## config.mk

```make
export PLATFORM = sky130hd
export DESIGN_NAME = noc_input_port_requester
export DESIGN_NICKNAME = d
export VERILOG_FILES = /design/src/rtl/noc_input_port_requester_pkg.sv /design/src/rtl/noc_input_port_requester_vc_route_fsm.sv /design/src/rtl/noc_input_port_requester.sv
export SDC_FILE = /design/constraint.sdc
export NUM_CORES = 1
export LEC_CHECK = 0
export CAP_MARGIN = 25
export CORE_ASPECT_RATIO = 2
export CORE_UTILIZATION = 34
export DETAILED_ROUTE_END_ITERATION = 10
export PLACE_DENSITY = 0.86
export SYNTH_ARGS = -nofsm -noshare
export SYNTH_HDL_FRONTEND = slang
export SYNTH_HIERARCHICAL = 1
export SYNTH_SLANG_ARGS = --single-unit
```

## constraint.sdc

```tcl
create_clock -name noc_clk -period 4.33 [get_ports noc_clk]
set_clock_uncertainty 0.05 [all_clocks]
set_input_delay 0.6495 -clock noc_clk [delete_from_list [all_inputs] [get_ports noc_clk]]
set_output_delay 0.6495 -clock noc_clk [all_outputs]
set_load 0.05 [all_outputs]
```

## src/rtl/noc_input_port_requester_pkg.sv

```systemverilog
// Noc_parameters: shared NoC router types and helpers.
//   flit_type_e - 2-bit flit type carried with each VC buffer head flit
//   port_e      - router output port numbering (bit index of one-hot routes)
//   vc_state_e  - per-VC requester FSM states
//   xy_route()  - dimension-ordered (X first, then Y) route to a one-hot port
package Noc_parameters;

  localparam int Noc_VC_Channel = 4;
  localparam int NUM_PORTS      = 5;

  typedef enum logic [1:0] {
    BODY      = 2'b00,
    HEAD      = 2'b01,
    TAIL      = 2'b10,
    HEAD_TAIL = 2'b11
  } flit_type_e;

  typedef enum logic [2:0] {
    LOCAL = 3'd0,
    EAST  = 3'd1,
    WEST  = 3'd2,
    NORTH = 3'd3,
    SOUTH = 3'd4
  } port_e;

  typedef enum logic {
    VC_IDLE   = 1'b0,
    VC_ACTIVE = 1'b1
  } vc_state_e;

  // Coordinates are passed zero-extended to 32 bits so the comparison stays
  // unsigned over the caller's full coordinate width.
  function automatic logic [NUM_PORTS-1:0] xy_route(
    input logic [31:0] dest_x,
    input logic [31:0] dest_y,
    input logic [31:0] local_x,
    input logic [31:0] local_y
  );
    logic [NUM_PORTS-1:0] route;
    route = '0;
    if (dest_x > local_x)      route[int'(EAST)]  = 1'b1;
    else if (dest_x < local_x) route[int'(WEST)]  = 1'b1;
    else if (dest_y > local_y) route[int'(NORTH)] = 1'b1;
    else if (dest_y < local_y) route[int'(SOUTH)] = 1'b1;
    else                       route[int'(LOCAL)] = 1'b1;
    return route;
  endfunction

endpackage

```

## src/rtl/noc_input_port_requester_vc_route_fsm.sv

```systemverilog
// noc_vc_route_fsm: per-virtual-channel requester.
// Routes the head flit, holds the packet's output port for the whole packet,
// raises per-flit requests, pops on grant and flags end of packet on the tail.
// Ports:
//   clk, srst            - clock, synchronous active-high reset
//   flit_valid/flit_type - VC buffer head flit status
//   dest_x/dest_y        - head flit destination (used only when routing)
//   grant[5]             - flit grant per output port for this VC
//   flit_pop             - pop the VC buffer head this cycle
//   sop/request/eop/free - one-hot per output port for this VC
//   out_sel              - one-hot crossbar select for this VC
//   err                  - one-cycle protocol error pulse
module noc_vc_route_fsm
  import Noc_parameters::*;
#(
  parameter int COORD_W = 4,
  parameter int LOCAL_X = 0,
  parameter int LOCAL_Y = 0
) (
  input  logic                 clk,
  input  logic                 srst,
  input  logic                 flit_valid,
  input  logic [1:0]           flit_type,
  input  logic [COORD_W-1:0]   dest_x,
  input  logic [COORD_W-1:0]   dest_y,
  input  logic [NUM_PORTS-1:0] grant,
  output logic                 flit_pop,
  output logic [NUM_PORTS-1:0] sop,
  output logic [NUM_PORTS-1:0] request,
  output logic [NUM_PORTS-1:0] eop,
  output logic [NUM_PORTS-1:0] free,
  output logic [NUM_PORTS-1:0] out_sel,
  output logic                 err
);

  vc_state_e            state_reg, state_next;
  logic [NUM_PORTS-1:0] port_reg, port_next;
  // Set once the packet's own head has been transferred; a later head-type
  // flit in the same packet is a protocol error.
  logic                 head_done_reg, head_done_next;

  logic                 is_head;
  logic                 is_tail;
  logic                 xfer;
  logic [NUM_PORTS-1:0] route;

  assign is_head = flit_type[0];  // HEAD or HEAD_TAIL
  assign is_tail = flit_type[1];  // TAIL or HEAD_TAIL
  assign route   = xy_route(32'(dest_x), 32'(dest_y), 32'(LOCAL_X), 32'(LOCAL_Y));

  always_ff @(posedge clk) begin
    if (srst) begin
      state_reg     <= VC_IDLE;
      port_reg      <= '0;
      head_done_reg <= 1'b0;
    end else begin
      state_reg     <= state_next;
      port_reg      <= port_next;
      head_done_reg <= head_done_next;
    end
  end

  always_comb begin
    state_next     = state_reg;
    port_next      = port_reg;
    head_done_next = head_done_reg;
    flit_pop       = 1'b0;
    sop            = '0;
    request        = '0;
    eop            = '0;
    free           = '0;
    out_sel        = '0;
    err            = 1'b0;
    xfer           = 1'b0;

    case (state_reg)
      VC_IDLE: begin
        if (flit_valid) begin
          if (is_head) begin
            // Route only; the head itself is transferred from ACTIVE.
            state_next     = VC_ACTIVE;
            port_next      = route;
            head_done_next = 1'b0;
          end else begin
            // Orphan body/tail: drop it.
            flit_pop = 1'b1;
            err      = 1'b1;
          end
        end
      end
      VC_ACTIVE: begin
        sop     = port_reg;
        out_sel = port_reg;
        // request never looks at grant, so no combinational loop is possible.
        request = flit_valid ? port_reg : '0;
        xfer    = flit_valid && (|(grant & port_reg));
        if (xfer) begin
          flit_pop       = 1'b1;
          head_done_next = 1'b1;
          err            = is_head && head_done_reg;
          if (is_tail) begin
            eop        = port_reg;
            free       = port_reg;
            state_next = VC_IDLE;
          end
        end
      end
      default: state_next = VC_IDLE;
    endcase

    // Outputs are quiet while reset is held, independent of the buffer.
    if (srst) begin
      flit_pop = 1'b0;
      sop      = '0;
      request  = '0;
      eop      = '0;
      free     = '0;
      out_sel  = '0;
      err      = 1'b0;
    end
  end

endmodule

```

## src/rtl/noc_input_port_requester.sv

```systemverilog
// noc_input_port_requester: router input-port side of the per-port control
// interface. One noc_vc_route_fsm per VC; this level transposes the per-VC
// one-hot vectors into [port][vc] order and keeps the saturating error count.
// Ports (flattened):
//   noc_clk, noc_rst              - clock, synchronous active-high reset
//   flit_valid_i[vc]              - VC buffer head valid
//   flit_type_i[vc*2 +: 2]        - head flit type
//   dest_x_i/dest_y_i[vc*COORD_W +: COORD_W] - head destination
//   flit_pop_o[vc]                - pop VC buffer head
//   sop_o/request_o/eop_o/free_o/grant_i[port*CHANNELS + vc]
//   out_sel_o[vc*5 +: 5]          - one-hot crossbar select per VC
//   err_o[vc], err_cnt_o          - error pulse per VC, saturating total
module noc_input_port_requester
  import Noc_parameters::*;
#(
  parameter int CHANNELS = Noc_VC_Channel,
  parameter int COORD_W  = 4,
  parameter int LOCAL_X  = 0,
  parameter int LOCAL_Y  = 0
) (
  input  logic                          noc_clk,
  input  logic                          noc_rst,
  input  logic [CHANNELS-1:0]           flit_valid_i,
  input  logic [CHANNELS*2-1:0]         flit_type_i,
  input  logic [CHANNELS*COORD_W-1:0]   dest_x_i,
  input  logic [CHANNELS*COORD_W-1:0]   dest_y_i,
  output logic [CHANNELS-1:0]           flit_pop_o,
  output logic [NUM_PORTS*CHANNELS-1:0] sop_o,
  output logic [NUM_PORTS*CHANNELS-1:0] request_o,
  input  logic [NUM_PORTS*CHANNELS-1:0] grant_i,
  output logic [NUM_PORTS*CHANNELS-1:0] eop_o,
  output logic [NUM_PORTS*CHANNELS-1:0] free_o,
  output logic [CHANNELS*NUM_PORTS-1:0] out_sel_o,
  output logic [CHANNELS-1:0]           err_o,
  output logic [7:0]                    err_cnt_o
);

  logic [NUM_PORTS-1:0] grant_vc   [CHANNELS];
  logic [NUM_PORTS-1:0] sop_vc     [CHANNELS];
  logic [NUM_PORTS-1:0] request_vc [CHANNELS];
  logic [NUM_PORTS-1:0] eop_vc     [CHANNELS];
  logic [NUM_PORTS-1:0] free_vc    [CHANNELS];
  logic [CHANNELS-1:0]  err_vc;

  logic [7:0]  cnt_reg, cnt_next;
  logic [15:0] err_sum;
  logic [15:0] cnt_sum;

  genvar gi, gj;
  generate
    for (gi = 0; gi < CHANNELS; gi++) begin : g_vc
      noc_vc_route_fsm #(
        .COORD_W (COORD_W),
        .LOCAL_X (LOCAL_X),
        .LOCAL_Y (LOCAL_Y)
      ) u_fsm (
        .clk        (noc_clk),
        .srst       (noc_rst),
        .flit_valid (flit_valid_i[gi]),
        .flit_type  (flit_type_i[gi*2 +: 2]),
        .dest_x     (dest_x_i[gi*COORD_W +: COORD_W]),
        .dest_y     (dest_y_i[gi*COORD_W +: COORD_W]),
        .grant      (grant_vc[gi]),
        .flit_pop   (flit_pop_o[gi]),
        .sop        (sop_vc[gi]),
        .request    (request_vc[gi]),
        .eop        (eop_vc[gi]),
        .free       (free_vc[gi]),
        .out_sel    (out_sel_o[gi*NUM_PORTS +: NUM_PORTS]),
        .err        (err_vc[gi])
      );

      // [vc][port] inside the FSM <-> [port][vc] on the port interface.
      for (gj = 0; gj < NUM_PORTS; gj++) begin : g_port
        assign grant_vc[gi][gj]          = grant_i[gj*CHANNELS + gi];
        assign sop_o[gj*CHANNELS + gi]     = sop_vc[gi][gj];
        assign request_o[gj*CHANNELS + gi] = request_vc[gi][gj];
        assign eop_o[gj*CHANNELS + gi]     = eop_vc[gi][gj];
        assign free_o[gj*CHANNELS + gi]    = free_vc[gi][gj];
      end
    end
  endgenerate

  assign err_o = err_vc;

  // Several VCs may error in one cycle; add them all, then clip at 255.
  always_comb begin
    err_sum = '0;
    for (int i = 0; i < CHANNELS; i++) begin
      err_sum = err_sum + 16'(err_vc[i]);
    end
    cnt_sum  = 16'(cnt_reg) + err_sum;
    cnt_next = (cnt_sum > 16'd255) ? 8'd255 : cnt_sum[7:0];
  end

  always_ff @(posedge noc_clk) begin
    if (noc_rst) cnt_reg <= '0;
    else         cnt_reg <= cnt_next;
  end

  assign err_cnt_o = noc_rst ? 8'd0 : cnt_reg;

endmodule

```

---- After elaboration in Yosys (flattened, before gate mapping) ----
Index checks and enable logic that the tools add are counted.
operators by class
  add/subtract/negate cells ............... 4
  equality and inequality tests ........... 12
  bitwise gates (word level) .............. 8
  order comparisons ....................... 9
  reduce and logical (&&, ||, !) cells .... 20
  multiplexer cells ....................... 126
operators by type and width
  operator                                             count
  2-to-1 mux 5 bit                                     20
  2-to-1 mux 1 bit                                     72
  2-to-1 mux 4 bit                                     16
  > comparator 4 x 1 -> 1 bit (second input constant)  8
  one-hot mux 1 bit (2 select lines)                   16
  inequality test 2 bit (second input constant)        12
  AND reduction 3 bit                                  8
  AND 5 x 4 -> 5 bit                                   4
  OR reduction 5 bit                                   4
  2-to-1 mux 8 bit                                     2
  adder 8 x 4 -> 9 bit                                 1
  > comparator 9 x 8 -> 1 bit (second input constant)  1
  logical AND 1 bit                                    8
  adder 3 x 1 -> 4 bit                                 1
  inverter 1 bit                                       4
  adder 2 x 1 -> 3 bit                                 1
  adder 1 x 1 -> 2 bit                                 1
storage, ports and cells
  logic and storage cells ................. 192
  output and inout bits ................... 116
  register bits ........................... 28
  input bits .............................. 66

---- Depth between registers and ports, before layout ----
  depth after elaboration ................. 12
  gate-level depth with buffers ........... 11
  depth with buffers taken out ............ 11

---- Cells and area by module ----
The synthesis kept the hierarchy.
modules (own cells, without submodules)
  module                    area an instance (um2)  cells an instance  times used  sequential area each (um2)
  noc_vc_route_fsm          444.2                   60                 4           100.1
  noc_input_port_requester  509.2                   57                 1           160.2

---- Worst setup path before layout ----
No wires, ideal clock.
  path kind ............................... input -> register
  start ................................... input grant_i[0]
  end ..................................... register cnt_reg[3]
  stages .................................. 11
  path buffers ............................ 0
  data required time ...................... 4.194 ns
  setup time .............................. 0.086 ns
  arrival time ............................ 3.509 ns
  setup slack ............................. 0.686 ns
  cell sequence ........................... a222oi_1 > o22ai_1 > and3_1 > fa_1 > inv_1 > fa_1 > inv_1 > fa_1 > nand4_1 > o221a_2 > a211oi_1
on the way
  longest elaborated chain between the ends .. 12
RTL lines
  element                                 RTL line                                      text
  start, declared                         noc_input_port_requester.sv:30                input logic [NUM_PORTS*CHANNELS-1:0] grant_i,
  AND 5 x 4 -> 5 bit (*)                  noc_input_port_requester_vc_route_fsm.sv:96   xfer = flit_valid && (|(grant & port_reg));
  OR reduction 5 bit (*)                  noc_input_port_requester_vc_route_fsm.sv:96
  logical AND 1 bit (*)                   noc_input_port_requester_vc_route_fsm.sv:96
  2-to-1 mux 1 bit (*)                    noc_input_port_requester_vc_route_fsm.sv:97   if (xfer) begin
  one-hot mux 1 bit (2 select lines) (*)  noc_input_port_requester_vc_route_fsm.sv:76   case (state_reg)
  2-to-1 mux 1 bit (*)                    noc_input_port_requester_vc_route_fsm.sv:112  if (srst) begin
  net err_o[0]                            noc_input_port_requester.sv:34                output logic [CHANNELS-1:0] err_o,
  adder 1 x 1 -> 2 bit (*)                noc_input_port_requester.sv:90                err_sum = err_sum + 16'(err_vc[i]);
  adder 2 x 1 -> 3 bit (*)                noc_input_port_requester.sv:90
  adder 3 x 1 -> 4 bit (*)                noc_input_port_requester.sv:90
  adder 8 x 4 -> 9 bit (*)                noc_input_port_requester.sv:92                cnt_sum = 16'(cnt_reg) + err_sum;
  > comparator 9 x 8 -> 1 bit             noc_input_port_requester.sv:93                cnt_next = (cnt_sum > 16'd255) ? 8'd255 : cnt_sum[7:0];
  2-to-1 mux 8 bit (*)                    noc_input_port_requester.sv:93
  end signal, assigned                    noc_input_port_requester.sv:98                else cnt_reg <= cnt_next;
  end, declared                           noc_input_port_requester.sv:45                logic [7:0] cnt_reg, cnt_next;
The timed path passes the listed nets; every way through them passes the cells marked *.
A chain may end at the register's enable or synchronous reset.

---- Final worst setup path ----
  start ................................... input grant_i[3]
  end ..................................... register cnt_reg[3]
on the way
  longest elaborated chain between the ends .. 10
RTL lines
  element                                 RTL line
  AND 5 x 4 -> 5 bit (*)                  noc_input_port_requester_vc_route_fsm.sv:96
  OR reduction 5 bit (*)                  noc_input_port_requester_vc_route_fsm.sv:96
  logical AND 1 bit (*)                   noc_input_port_requester_vc_route_fsm.sv:96
  2-to-1 mux 1 bit (*)                    noc_input_port_requester_vc_route_fsm.sv:97
  one-hot mux 1 bit (2 select lines) (*)  noc_input_port_requester_vc_route_fsm.sv:76
  2-to-1 mux 1 bit (*)                    noc_input_port_requester_vc_route_fsm.sv:112
  adder 3 x 1 -> 4 bit (*)                noc_input_port_requester.sv:90
  adder 8 x 4 -> 9 bit (*)                noc_input_port_requester.sv:92
  > comparator 9 x 8 -> 1 bit             noc_input_port_requester.sv:93
  2-to-1 mux 8 bit (*)                    noc_input_port_requester.sv:93
Mark *: on every way between the ends. The rest lies on a longest branch, timed or not.

==> out/qor.yml <==
die_x_um: 60.0
place_congestion: 0.815
clkPwrFrac_pct: 34.9
fin_tns_setup_ns: 0
power_switching_mw: 0.247
hpwlAfterDp_um: 5120
synth-main-ff-cell: "dfxtp_1"
ios: 182
cts_buffers: 3
synth_top_area_share_pct: 24.5
num_rows: 42
cts_sinks: 28
post-route-period-util_pct: 88.6
ys.warnings.count: 6
vias: 2317
design_area_mm2: 0.00343
hold_ws_ns: 0.430
clk_pin_slew_ns: 0.07
combPwrFrac_pct: 29.5
yosys.area.top_type: "dfxtp_1"
maxCapViolations: 0
p_leak_nw: 1.57
holdBufCountCts: 0
r2r_setup_slack_ns: 0.96
ys_ff_latch: 28
synth_cell_types: 36
syn_inst: 297
antenna_found_initial: 0
die_area_mm2: 0.00708
max_stage_delay_ns: 0.58
final_layout_size_suffix_gt1_share_pct: 19.4
power_density_mw_per_mm2: 228
synth_edf_count: 0
io_buffers: 133
p_int_mw: 0.533
relSlewSlack_pct: 55.5
setup_viol: 0
grt_pass1_vias: 2222
first_pass_iters: 6
synth.avg_cell_area_um2: 7.70
final_antenna_net_count: 0
initialDrtViolationCount: 63
final_cells: 496
synth-seq-area-share_pct: 24.5
seq_power_share_pct: 35.6
holdCritPathClass: "reg -> reg"
cp.required_ns: 4.46
fp.dieH_um: 118
cts-root-buf: "clkbuf_16"
synth_area_leaders: "dfxtp_1 (25%), buf_4 (21%), and3_1 (5.7%)"
diodes: 0
fin_nets: 479
start_util_pct: 34.8
async_reset_ff_share_pct: 0
finalHoldViolCount: 0
crit_path_max_fanout: 6
switching_share_pct: 31.7
cp.buffers_inverters: 3
place_area_mm2: 0.00332
worst_pin_slew_ns: 0.667
grt_usage_pct: 16.8
cpLargestDelayFamily: "compound AO/OA/AOI/OAI gates"
final_util_pct: 52.2
worst_setup_path_end_kind: "flip-flop"
via_per_inst: 4.67
post_cts_buffers: 0
startpoint_type: "input port"
fill_cells: 613
clock.fmax_mhz: 261
slowest_stage: "a222oi_1"
grt_max_degree: 22
syn2layout_area_growth_pct: 49.9
cts_tree: "yes"
clock_latency_ns: 0.26
cts.path.max_buffers: 2
ctsResizeCount: 0
dp_cells: 492
core_area_mm2: 0.00657
crit_top_cell: "fa_1"
ir_worst_vdd_mv: 0.165
crit_arrival_ns: 3.96
rsz0062_at_grt: "no"
htree_levels: 1
period_needed_ns: 3.84
finalMaxSlewViolations: 0
largest_reg_flops: 12
overflow: 0
routedWlPerCell_um: 12.0
worstSetupPathType: "in -> reg"
path_cells: "clkdlybuf4s50_1 -> a222oi_1 -> o22ai_1 -> and3_1 -> fa_1 -> inv_1 -> fa_1 -> inv_1 -> fa_1 -> nand4_1 -> o221a_2 -> a211oi_1"
syn_area_mm2: 0.00229
status: "finished clean"
route.detailed.drc: 0
grt_pass1_wl_um: 9430
drt_wl_total_um: 5950
## cells in the final DEF (no fill, tap or decap), drive strengths merged
cell type      count
conb              40
nand4              1
clkbuf             3
or2                4
inv               20
a222oi             4
and3              21
fa                 3
nor2              17
xnor2              1
o22ai              4
o221a              1
and4               1
bufinv             1
buf               64
and2               6
a311oi             1
o21ai             10
or4                8
a211oi             3
nand3b             4
ha                 1
or3                4
nor3               1
nand3              5
or3b               4
nand2             29
o2111a             1
clkdlybuf4s50     73
o211ai             4
nor2b             14
dfxtp             28
a21oi             17
mux2               1
mux2i              8
o2111ai            1
## logic make-up after synthesis
kind of cell / count (synthesis) / share of synthesized area (%)
multiplexers: 9 / 4.16
AO/OA/AOI/OAI: 46 / 13.1
AND/OR/NAND/NOR: 119 / 29.1
flip-flops: 28 / 24.5
other: 4 / 0.657
XOR/XNOR: 1 / 0.383
buffers and inverters: 86 / 25.0
adder cells (fa/ha/maj): 4 / 3.17
## synthesized netlist by cell type, drive strengths merged, types with 5 or more instances
master,count
or4,8
nor2,17
inv,20
a21oi,17
and2,6
o21ai,10
nand2,29
dfxtp,28
and3,21
nor2b,14
buf,65
mux2i,8
nand3,5
## power groups by stage
stage          combinational (mW)  clock, mW  sequential, mW
6_report                    0.231      0.272           0.278
3_3_place_gp                0.226          0           0.283
5_1_grt                     0.246      0.292           0.279
2_1_floorplan               0.174          0           0.281
3_5_place_dp                0.230          0           0.283
4_1_cts                     0.231      0.280           0.278
## path summary, 6_finish.rpt
path                                               start                                endpoint  depth (start not counted)
setup reg to reg  g_vc[3].u_fsm/port_reg[0]$_SDFFE_PP0P_                   cnt_reg[3]$_SDFF_PP0_                         11
setup / recovery                              grant_i[3]                   cnt_reg[3]$_SDFF_PP0_                         12
hold reg to reg   g_vc[0].u_fsm/port_reg[3]$_SDFFE_PP0P_  g_vc[0].u_fsm/port_reg[3]$_SDFFE_PP0P_                          2
hold / removal    g_vc[0].u_fsm/port_reg[3]$_SDFFE_PP0P_  g_vc[0].u_fsm/port_reg[3]$_SDFFE_PP0P_                          2
## tightest hold or removal path, stage by stage, from the launching register on
cell     delay, ns
dfxtp_1       0.32
nand2_1       0.06
a21oi_1       0.05
## stage by stage
step                      power (mW)  setup WS [ns]
after CTS                      0.789          0.500
after global routing           0.817          0.269
final                          0.780          0.494
after global placement         0.509          0.320
after detailed placement       0.514          0.235
after floorplan                0.454          0.686
## layer usage
metal	track usage, %	part of all wire (%)	up-vias
met5	0	0	-
met4	6.10	2.5	0
met3	3.30	6.9	12
met2	33.0	58	108
met1	15.7	33	1062
li1	-	-	1135
## cell type report
class / count / area, um^2 / area share (%)
Sequential cell: 28 / 561 / 16.4
Inverter: 20 / 75.1 / 2.19
Clock inverter: 1 / 30.0 / 0.876
Multi-Input combinational cell: 219 / 1290 / 37.6
Timing Repair Buffer: 137 / 1290 / 37.5
Tap cell: 88 / 110 / 3.21
Clock buffer: 3 / 75.1 / 2.19
No activity file was read; power rests on OpenSTA's default activity.
